`src/rtl/ghr_ckpt_ctrl_pkg.sv`:
```
`default_nettype none
// ============================================================================
// Module      : ghr_ckpt_ctrl_pkg
// Description : Shared global-history definitions: history width, default
//               checkpoint depth, GHR init value and the checkpoint
//               controller state encoding.
// Revision    : 1.0 - initial release
// ============================================================================
package ghr_ckpt_ctrl_pkg;

    // History width shared by every consumer of the global history register.
    localparam int GHR_HIST_W = 14;

    // Default number of in-flight branch checkpoints.
    localparam int GHR_CKPT_DEPTH = 8;

    // Value the GHR itself takes out of reset.
    localparam logic [GHR_HIST_W-1:0] GHR_INIT = 14'h1ABC;

    // Controller states.
    typedef enum logic [0:0] {
        ST_IDLE    = 1'b0,
        ST_RECOVER = 1'b1
    } ckpt_state_t;

endpackage : ghr_ckpt_ctrl_pkg
`default_nettype wire

```
`src/rtl/ghr_ckpt_fifo.sv`:
```
`default_nettype none
// ============================================================================
// Module      : ghr_ckpt_fifo
// Description : HIST_W x DEPTH circular buffer holding the pre-shift GHR
//               value of each in-flight branch, oldest at the head.
// Ports       : clk, reset      - clock, synchronous active-high reset
//               push, push_data - append a checkpoint at the tail
//               pop             - retire the head entry
//               clear           - discard all entries (has priority)
//               head_data       - oldest checkpoint
//               count/full/empty- occupancy
// Revision    : 1.0 - initial release
// ============================================================================
module ghr_ckpt_fifo #(
    parameter int HIST_W = 14,
    parameter int DEPTH  = 8,
    parameter int PTR_W  = $clog2(DEPTH),
    parameter int CNT_W  = $clog2(DEPTH + 1)
) (
    input  logic              clk,
    input  logic              reset,
    input  logic              push,
    input  logic [HIST_W-1:0] push_data,
    input  logic              pop,
    input  logic              clear,
    output logic [HIST_W-1:0] head_data,
    output logic [CNT_W-1:0]  count,
    output logic              full,
    output logic              empty
);

    localparam logic [PTR_W-1:0] C_PTR_ONE = PTR_W'(1);
    localparam logic [CNT_W-1:0] C_CNT_ONE = CNT_W'(1);
    localparam logic [CNT_W-1:0] C_CNT_MAX = CNT_W'(DEPTH);

    logic [HIST_W-1:0] r_mem [DEPTH];
    logic [PTR_W-1:0]  r_wr_ptr;
    logic [PTR_W-1:0]  r_rd_ptr;
    logic [CNT_W-1:0]  r_count;

    // Storage needs no reset: only slots between the pointers are ever read.
    always_ff @(posedge clk) begin
        if (push && !clear) begin
            r_mem[r_wr_ptr] <= push_data;
        end
    end

    // DEPTH is a power of two, so pointer wrap is the natural overflow.
    always_ff @(posedge clk) begin
        if (reset) begin
            r_wr_ptr <= '0;
            r_rd_ptr <= '0;
            r_count  <= '0;
        end else if (clear) begin
            // Younger entries are wrong-path: jump the head to the tail.
            r_rd_ptr <= r_wr_ptr;
            r_count  <= '0;
        end else begin
            if (push) begin
                r_wr_ptr <= r_wr_ptr + C_PTR_ONE;
            end
            if (pop) begin
                r_rd_ptr <= r_rd_ptr + C_PTR_ONE;
            end
            case ({push, pop})
                2'b10:   r_count <= r_count + C_CNT_ONE;
                2'b01:   r_count <= r_count - C_CNT_ONE;
                default: r_count <= r_count;
            endcase
        end
    end

    assign head_data = r_mem[r_rd_ptr];
    assign count     = r_count;
    assign full      = (r_count == C_CNT_MAX);
    assign empty     = (r_count == '0);

endmodule : ghr_ckpt_fifo
`default_nettype wire

```
`src/rtl/ghr_ckpt_ctrl.sv`:
```
`default_nettype none
// ============================================================================
// Module      : ghr_ckpt_ctrl
// Description : Speculative GHR controller. Shifts predicted outcomes into
//               the GHR, checkpoints the pre-shift history per in-flight
//               branch and restores the GHR on mispredict or flush.
// Ports       : clk, reset                 - clock, sync active-high reset
//               predict_valid/_taken       - new prediction
//               pred_ready                 - prediction can be accepted
//               resolve_valid/_mispredict/_taken - in-order resolution
//               flush                      - discard all in-flight branches
//               ghr_rd_data                - current GHR value
//               ghr_wr_en/_data            - GHR shift port
//               ghr_re_en/_data            - GHR reload port
//               ckpt_count                 - occupied checkpoint slots
//               recovering                 - reload cycle in progress
//               err_underflow              - sticky resolve-while-empty
// Revision    : 1.0 - initial release
// ============================================================================
module ghr_ckpt_ctrl
    import ghr_ckpt_ctrl_pkg::*;
#(
    parameter int HIST_W = GHR_HIST_W,
    parameter int DEPTH  = GHR_CKPT_DEPTH,
    parameter int PTR_W  = $clog2(DEPTH),
    parameter int CNT_W  = $clog2(DEPTH + 1)
) (
    input  logic              clk,
    input  logic              reset,
    input  logic              predict_valid,
    input  logic              predict_taken,
    output logic              pred_ready,
    input  logic              resolve_valid,
    input  logic              resolve_mispredict,
    input  logic              resolve_taken,
    input  logic              flush,
    input  logic [HIST_W-1:0] ghr_rd_data,
    output logic              ghr_wr_en,
    output logic              ghr_wr_data,
    output logic              ghr_re_en,
    output logic [HIST_W-1:0] ghr_re_data,
    output logic [CNT_W-1:0]  ckpt_count,
    output logic              recovering,
    output logic              err_underflow
);

    ckpt_state_t       r_state;
    ckpt_state_t       w_next_state;
    logic [HIST_W-1:0] r_rec_data;
    logic [HIST_W-1:0] w_rec_next;
    logic              r_err_underflow;

    logic              w_pred_ready;
    logic              w_mispred;
    logic              w_kill;
    logic              w_acc;
    logic              w_pop;
    logic              w_clear;
    logic              w_set_err;

    logic [HIST_W-1:0] w_head_data;
    logic [CNT_W-1:0]  w_count;
    logic              w_full;
    logic              w_empty;

    ghr_ckpt_fifo #(
        .HIST_W (HIST_W),
        .DEPTH  (DEPTH),
        .PTR_W  (PTR_W),
        .CNT_W  (CNT_W)
    ) u_fifo (
        .clk       (clk),
        .reset     (reset),
        .push      (w_acc),
        .push_data (ghr_rd_data),
        .pop       (w_pop),
        .clear     (w_clear),
        .head_data (w_head_data),
        .count     (w_count),
        .full      (w_full),
        .empty     (w_empty)
    );

    // ------------------------------------------------------------------
    // State register and recovery/error registers
    // ------------------------------------------------------------------
    always_ff @(posedge clk) begin
        if (reset) begin
            r_state         <= ST_IDLE;
            r_rec_data      <= '0;
            r_err_underflow <= 1'b0;
        end else begin
            r_state    <= w_next_state;
            r_rec_data <= w_rec_next;
            if (w_set_err) begin
                r_err_underflow <= 1'b1;
            end
        end
    end

    // ------------------------------------------------------------------
    // Next state, FIFO control and GHR port gating
    // ------------------------------------------------------------------
    always_comb begin
        w_next_state = r_state;
        w_rec_next   = r_rec_data;
        w_pred_ready = 1'b0;
        w_mispred    = 1'b0;
        w_kill       = 1'b0;
        w_acc        = 1'b0;
        w_pop        = 1'b0;
        w_clear      = 1'b0;
        w_set_err    = 1'b0;

        case (r_state)
            ST_IDLE: begin
                // Registered count: a same-cycle pop frees no slot yet.
                w_pred_ready = !reset && !w_full;
                w_mispred    = resolve_valid && resolve_mispredict && !w_empty;
                w_kill       = flush || w_mispred;
                w_acc        = predict_valid && w_pred_ready && !w_kill;

                if (w_mispred) begin
                    // Mispredict beats a coincident flush: the restored
                    // history must carry the corrected outcome.
                    w_clear      = 1'b1;
                    w_rec_next   = {w_head_data[HIST_W-2:0], resolve_taken};
                    w_next_state = ST_RECOVER;
                end else if (flush && !w_empty) begin
                    w_clear      = 1'b1;
                    w_rec_next   = w_head_data;
                    w_next_state = ST_RECOVER;
                end else if (resolve_valid && !resolve_mispredict && !w_empty) begin
                    w_pop = 1'b1;
                end

                if (resolve_valid && w_empty) begin
                    w_set_err = 1'b1;
                end
            end

            ST_RECOVER: begin
                // FIFO is already empty; any resolve here is an underflow.
                w_next_state = ST_IDLE;
                if (resolve_valid) begin
                    w_set_err = 1'b1;
                end
            end

            default: begin
                w_next_state = ST_IDLE;
            end
        endcase
    end

    // The shift port only fires in IDLE and the reload port only in
    // RECOVER, so the two are mutually exclusive by construction.
    assign pred_ready    = w_pred_ready;
    assign ghr_wr_en     = w_acc;
    assign ghr_wr_data   = w_acc && predict_taken;
    assign ghr_re_en     = (r_state == ST_RECOVER) && !reset;
    assign ghr_re_data   = ghr_re_en ? r_rec_data : '0;
    assign ckpt_count    = w_count;
    assign recovering    = (r_state == ST_RECOVER);
    assign err_underflow = r_err_underflow;

endmodule : ghr_ckpt_ctrl
`default_nettype wire

```
`config.mk`:
```
export PLATFORM = sky130hd
export DESIGN_NAME = ghr_ckpt_ctrl
export DESIGN_NICKNAME = d
export VERILOG_FILES = /design/src/rtl/ghr_ckpt_ctrl_pkg.sv /design/src/rtl/ghr_ckpt_fifo.sv /design/src/rtl/ghr_ckpt_ctrl.sv
export SDC_FILE = /design/constraint.sdc
export NUM_CORES = 1
export LEC_CHECK = 0
export ABC_AREA = 1
export CORE_AREA = 5 5 144 146
export DETAILED_ROUTE_END_ITERATION = 7
export DIE_AREA = 0 0 149 151
export PLACE_DENSITY = 0.57
export SKIP_LAST_GASP = 1
export SYNTH_ARGS = -nofsm -noshare
export SYNTH_HDL_FRONTEND = slang
export SYNTH_SLANG_ARGS = --single-unit
```
`constraint.sdc`:
```
create_clock -name clk -period 2.8 [get_ports clk]
set_clock_uncertainty 0.1 [all_clocks]
set_input_delay 0.42 -clock clk [delete_from_list [all_inputs] [get_ports clk]]
set_output_delay 0.42 -clock clk [all_outputs]
set_load 0.01 [all_outputs]
```
==> results of run 1 <==
-- flip-flops by register name, indices dropped and copies added, names as in the netlist, named ones only --
| name | flops |
|---|---|
| u_fifo.count | 4 |
| recovering | 1 |
| u_fifo.r_wr_ptr | 3 |
| u_fifo.r_mem | 112 |
| r_rec_data | 14 |
| err_underflow | 1 |
| u_fifo.r_rd_ptr | 3 |
-- metal layers --
metal	up-vias	routed length [um]	global-route usage, %
met5	-	0	0
met4	0	101	2.88
met3	8	721	3.62
met2	101	6220	20.3
met1	1935	6490	17.3
li1	2224	-	-
-- worst max-delay path by stage --
stage,startpoint,to,slack [ns],depth (start not counted)
2_1_floorplan,u_fifo.count[0]$_SDFFE_PP0P_,u_fifo.r_mem[5][0]$_DFFE_PP_,0.23,6
3_3_place_gp,predict_valid,u_fifo.count[2]$_SDFFE_PP0P_,0.27,12
3_5_place_dp,reset,u_fifo.count[2]$_SDFFE_PP0P_,0.19,13
4_1_cts,u_fifo.count[2]$_SDFFE_PP0P_,ghr_wr_data,0.04,7
5_1_grt,u_fifo.count[2]$_SDFFE_PP0P_,ghr_wr_data,0.04,7
6_report,u_fifo.count[2]$_SDFFE_PP0P_,ghr_wr_data,0.20,7
-- per-stage QoR --
step	util [%]	std cells	hold slack [ns]	total power [uW]
2_1_floorplan	-	654	0.326	2800
3_3_place_gp	36.6	958	0.339	2990
3_5_place_dp	36.6	958	0.340	2990
4_1_cts	39.7	990	0.354	5250
5_1_grt	39.8	990	0.367	5450
6_report	39.8	990	0.350	5200
-- area by class of cell --
| cell class | count | area, sq um |
|---|---|---|
| fill | 1927 | 11600 |
| tap | 265 | 332 |
| sequential | 141 | 3950 |
| timing repair buffer | 64 | 643 |
| clock inverter | 13 | 164 |
| inverter | 79 | 299 |
| multi-input combinational | 409 | 1850 |
| clock buffer | 19 | 433 |
-- what timing repair did --
item	4_1_cts	5_1_grt
gates resized for setup	0	3
hold buffers	0	0
setup buffers	0	0
setup endpoints to repair	0	1
-- Yosys cell counts --
cell	n
o21ai_0	6
nand3_2	1
dfxtp_1	29
nand4_1	4
buf_2	15
nand3_1	72
xnor2_1	1
nor2_1	61
a21oi_1	8
nand2_2	3
inv_2	2
nor3_1	2
clkbuf_1	1
inv_4	1
o21ai_1	7
nor3b_1	1
a31oi_4	1
or2_2	1
nor3_2	1
nor2_4	3
inv_1	76
ha_1	5
nand2_1	225
buf_4	4
xor2_1	2
edfxtp_1	112
nand3_4	2
o21a_1	1
buf_1	1
buf_6	4
nand2_4	1
nand4_2	1
-- power by group --
group	total (uW)	internal (uW)	switching, uW
Sequential	2340	2310	28.3
Clock	2260	1410	853
Combinational	609	201	408
Total	5200	3910	1290
-- worst reg2reg max path, cell delays in order (launching register included) --
cell,delay [ns]
dfxtp_1,0.41
inv_2,0.12
nand3_1,0.13
nand2_1,0.06
nor2_1,0.16
nand3_2,0.15
ha_1,0.27
nand2_1,0.09
inv_1,0.04
nor2_1,0.16
ha_1,0.18
a21oi_1,0.05
xor2_1,0.17
a21oi_1,0.13
-- kinds of logic after synthesis --
group | count (synthesis) | synth area share [%]
fa+ha+maj | 5 | 1.00
flops | 141 | 63.2
simple gates | 378 | 25.9
buf+inv | 104 | 7.32
xor+xnor | 3 | 0.421
compound gates | 23 | 2.15
==> results.cfg, run 1 <==
[grt]
grt_overflow = 0
grt_pass1_wl_um = 21700
grt_antenna_before_repair = 0
grt_max_degree = 64
track_usage_pct = 12.7
grt_pass1_vias = 3984

[cells_and_area]
drive_above_1_share_pct = 9.79
area_growth_pct = 22.9
final_common_cell = nand2_1
nets = 739
finalInstanceArea_sq_mm = 0.00766
diodes = 0
final_cell_mix = nand2_1 (225), edfxtp_1 (112), inv_1 (75)

[synth]
synth_warnings = 0
yosysTopAreaCellShare_pct = 53.9
synth_seq_cells = 141
synth-seq-area-share_pct = 63.2
synth_top_area_cell = edfxtp_1
syn_avg_cell_area_sq_um = 9.54
syn_nets = 681
syn_area_sq_mm = 0.00624
ys_top_cells_by_area = edfxtp_1 (54%), nand2_1 (14%), dfxtp_1 (9.3%)
synth.distinct_cells = 32
syn_inst = 654

[hold_path]
hold_end = r_rec_data[4]$_SDFFE_PP0P_
hold_path_depth = 2
hold_class = reg -> reg
worstHoldStart = r_rec_data[4]$_SDFFE_PP0P_

[setup_path]
critical_path.cell_chain = inv_2 -> nand3_1 -> nand2_1 -> nor2_1 -> nand3_2 -> nor2_1 -> clkdlybuf4s50_1
critPathMaxStageDelay_ns = 0.54
worst_path_most_repeated_cell = nor2_1
reg2regPathDepth = 13
cp_max_fo = 5
reg2reg_to = u_fifo.count[2]$_SDFFE_PP0P_
start_kind = flop
cp.required_ns = 2.28
critPathBufInv = 2
arrival_ns = 2.08
regToRegSetupSlack_ns = 0.54
cp_slowest_cell = clkdlybuf4s50_1
crit_type = reg -> out
critPathCaptureType = output port
r2r-start = u_fifo.count[2]$_SDFFE_PP0P_
critPathTopFamily = buffers and inverters

[drt]
routedWlPerCell_um = 13.7
finalWirelength_um = 13500
viasPerCell = 4.31
dr.pass1.iters = 4
antenna_left = 0
drc = 0
drtIter0Drc = 241
vias = 4268

[cts]
cts_buffers = 17
path_clk_slew_ns = 0.06
clkSinkCount = 141
cts.htree.levels = 4
worstSkewPairLatency_ns = 0.41
cts_buffer_depth = 2
clock-root-buffer = clkbuf_16
tritoncts = built

[timing]
setup_viol = 0
slew_violations = 0
max_freq_mhz = 384
final_hold_viol_count = 0
tightest_slew_ns = 0.704
tns_ns = 0
finalCriticalPeriod_ns = 2.60
fin_crit_sh_pct = 92.9
worst_slack_ns = 0.198
rsz0062_at_grt = no
slew_headroom_pct = 53.1

[placed_design]
gp_congestion = 0.748
pre_cts_ws_ns = 0.187
portBuffers = 45
dp_hpwl_um = 8300
dpl-instance-area_sq_mm = 0.00706

[power_and_ir_drop]
vdd_drop_max_uv = 455
power_density_mw_per_mm2 = 679
p_leak_uw = 0.00306

[run_status]
status = finished, final reports clean

[run]
maxCapViolCount = 0

[die]
die_h_um = 151
dieWidth_um = 149
rows = 51
start_util_pct = 32.4
ios = 46
core_area_sq_mm = 0.0193
die_area_sq_mm = 0.0225
Power figures use the tool's default switching activity.
==> inputs of run 2 (changes only) <==
--- a/config.mk
+++ b/config.mk
@@ -6,9 +6,9 @@
 export NUM_CORES = 1
 export LEC_CHECK = 0
 export ABC_AREA = 1
-export CORE_AREA = 5 5 144 146
+export CORE_AREA = 2 2 141 143
 export DETAILED_ROUTE_END_ITERATION = 7
-export DIE_AREA = 0 0 149 151
+export DIE_AREA = 0 0 143 145
 export PLACE_DENSITY = 0.57
 export SKIP_LAST_GASP = 1
 export SYNTH_ARGS = -nofsm -noshare
==> results.cfg, run 2 (synthesis gave the netlist of run 1 again) <==
[cts]
cts.htree.levels = 4
clock-root-buffer = clkbuf_16
tritoncts = built
cts_buffer_depth = 2
cts_hold_buffers = 0
cts_buffers = 17
path_clk_slew_ns = 0.06
clkSinkCount = 141
worstSkewPairLatency_ns = 0.41

[grt]
grtUsageMet2_pct = 21.4
use_met1_pct = 18.9
grt_pass1_wl_um = 21900
grt-busiest-layer = met2
grt_antenna_before_repair = 0
grt_pass1_vias = 4118
grt_max_degree = 49
grt_overflow = 0
track_usage_pct = 14.0
use_met3_pct = 4.13

[die]
ios = 46
start_util_pct = 32.5
rows = 51
core_area_sq_mm = 0.0192
dieWidth_um = 143
die_area_sq_mm = 0.0207
die_h_um = 145

[setup_path]
cp.required_ns = 2.28
cp_slowest_cell = clkdlybuf4s50_1
critPathBufInv = 1
cp_max_fo = 6
arrival_ns = 2.07
crit_type = reg -> out
start_kind = flop
critical_path.cell_chain = nor2_4 -> nand3_1 -> nand2_1 -> nor2_1 -> nand3_2 -> nor2_1 -> clkdlybuf4s50_1
critPathCaptureType = output port
critPathTopFamily = simple AND/OR/NAND/NOR gates
critPathMaxStageDelay_ns = 0.54
worst_path_most_repeated_cell = nor2_1

[timing]
slew_headroom_pct = 52.9
rsz0062_at_grt = no
max_freq_mhz = 386
final_hold_viol_count = 0
fin_crit_sh_pct = 92.5
slew_violations = 0
tightest_slew_ns = 0.705
hold_ws_ns = 0.352
setup_viol = 0
finalCriticalPeriod_ns = 2.59
tns_ns = 0

[drt]
finalWirelength_um = 13600
routedWlPerCell_um = 13.8
drtIter0Drc = 276
dr.pass1.iters = 5
vias = 4284
drc = 0
antenna_left = 0
viasPerCell = 4.34

[run]
maxCapViolCount = 0

[placed_design]
gp_congestion = 0.733
dp_hpwl_um = 8340
portBuffers = 45
dpl-instance-area_sq_mm = 0.00707

[power_and_ir_drop]
vdd_drop_max_uv = 463
power_density_mw_per_mm2 = 670
p_leak_uw = 0.00305

[cells_and_area]
area_growth_pct = 22.5
regArea_sq_mm = 0.00395
final_cell_mix = nand2_1 (225), edfxtp_1 (112), inv_1 (75)
largest_register = u_fifo.r_mem
finalInstanceArea_sq_mm = 0.00764
final_common_cell = nand2_1
multi_input_area_sq_mm = 0.00185
fillers = 1895
largest_register_ffs = 112
nets = 739
diodes = 0
drive_above_1_share_pct = 9.13

[hold_path]
hold_class = reg -> reg

[run_status]
status = finished, final reports clean
-- run 2: area by class of cell --
type                       instances  area share (%)
sequential                       141            51.7
multi-input combinational        409            24.2
timing repair buffer              64            8.58
clock buffer                      20            5.71
tap                              265            4.34
inverter                          79            3.91
clock inverter                    10            1.62
-- run 2: layer usage --
| metal | up-vias | part of all wire, % | routed length, um |
|---|---|---|---|
| li1 | 2230 | - | - |
| met1 | 1948 | 48 | 6520 |
| met2 | 93 | 46 | 6280 |
| met3 | 13 | 4.9 | 665 |
| met4 | 0 | 1.1 | 152 |
| met5 | - | 0 | 0 |
-- run 2: where the power goes --
group	leakage (uW)	total, uW	internal [uW]	switching, uW
Clock	0.000272	2160	1370	789
Sequential	0.00125	2350	2310	40.6
Combinational	0.00153	609	205	404
-- run 2: what timing repair did --
| item | in CTS | in global routing |
|---|---|---|
| buffers inserted | 0 | 0 |
| setup endpoints to repair | 0 | 1 |
| endpoints found under the hold margin | 0 | 0 |
| resized for setup | 0 | 4 |
-- run 2: stage by stage --
| step | utilization [%] | instances | total power [uW] | worst slack [ns] |
|---|---|---|---|---|
| 6_report | 39.8 | 988 | 5120 | 0.211 |
| 4_1_cts | 39.7 | 988 | 5170 | 0.0504 |
| 3_5_place_dp | 36.8 | 958 | 3000 | 0.182 |
| 3_3_place_gp | 36.8 | 958 | 3000 | 0.217 |
| 5_1_grt | 39.8 | 988 | 5360 | 0.00458 |
| 2_1_floorplan | - | 654 | 2800 | 0.228 |
-- run 2: final timing paths --
check | startpoint | end | slack (ns) | cells after the start
hold reg to reg | r_rec_data[9]$_SDFFE_PP0P_ | r_rec_data[9]$_SDFFE_PP0P_ | 0.35 | 2
setup reg to reg | u_fifo.count[1]$_SDFFE_PP0P_ | u_fifo.count[2]$_SDFFE_PP0P_ | 0.53 | 13
hold / removal | r_rec_data[9]$_SDFFE_PP0P_ | r_rec_data[9]$_SDFFE_PP0P_ | 0.35 | 2
setup / recovery | u_fifo.count[1]$_SDFFE_PP0P_ | ghr_wr_data | 0.21 | 7
-- run 2: worst reg2reg max path, stage by stage, from the launching register on --
cell and delay, ns:
dfxtp_1 0.46, nor2_4 0.08, nand3_1 0.12, nand2_1 0.06
nor2_1 0.14, nand3_2 0.15, ha_1 0.27, nand2_1 0.09
inv_1 0.04, nor2_1 0.16, ha_1 0.18, a21oi_1 0.05
xor2_1 0.17, a21oi_1 0.14
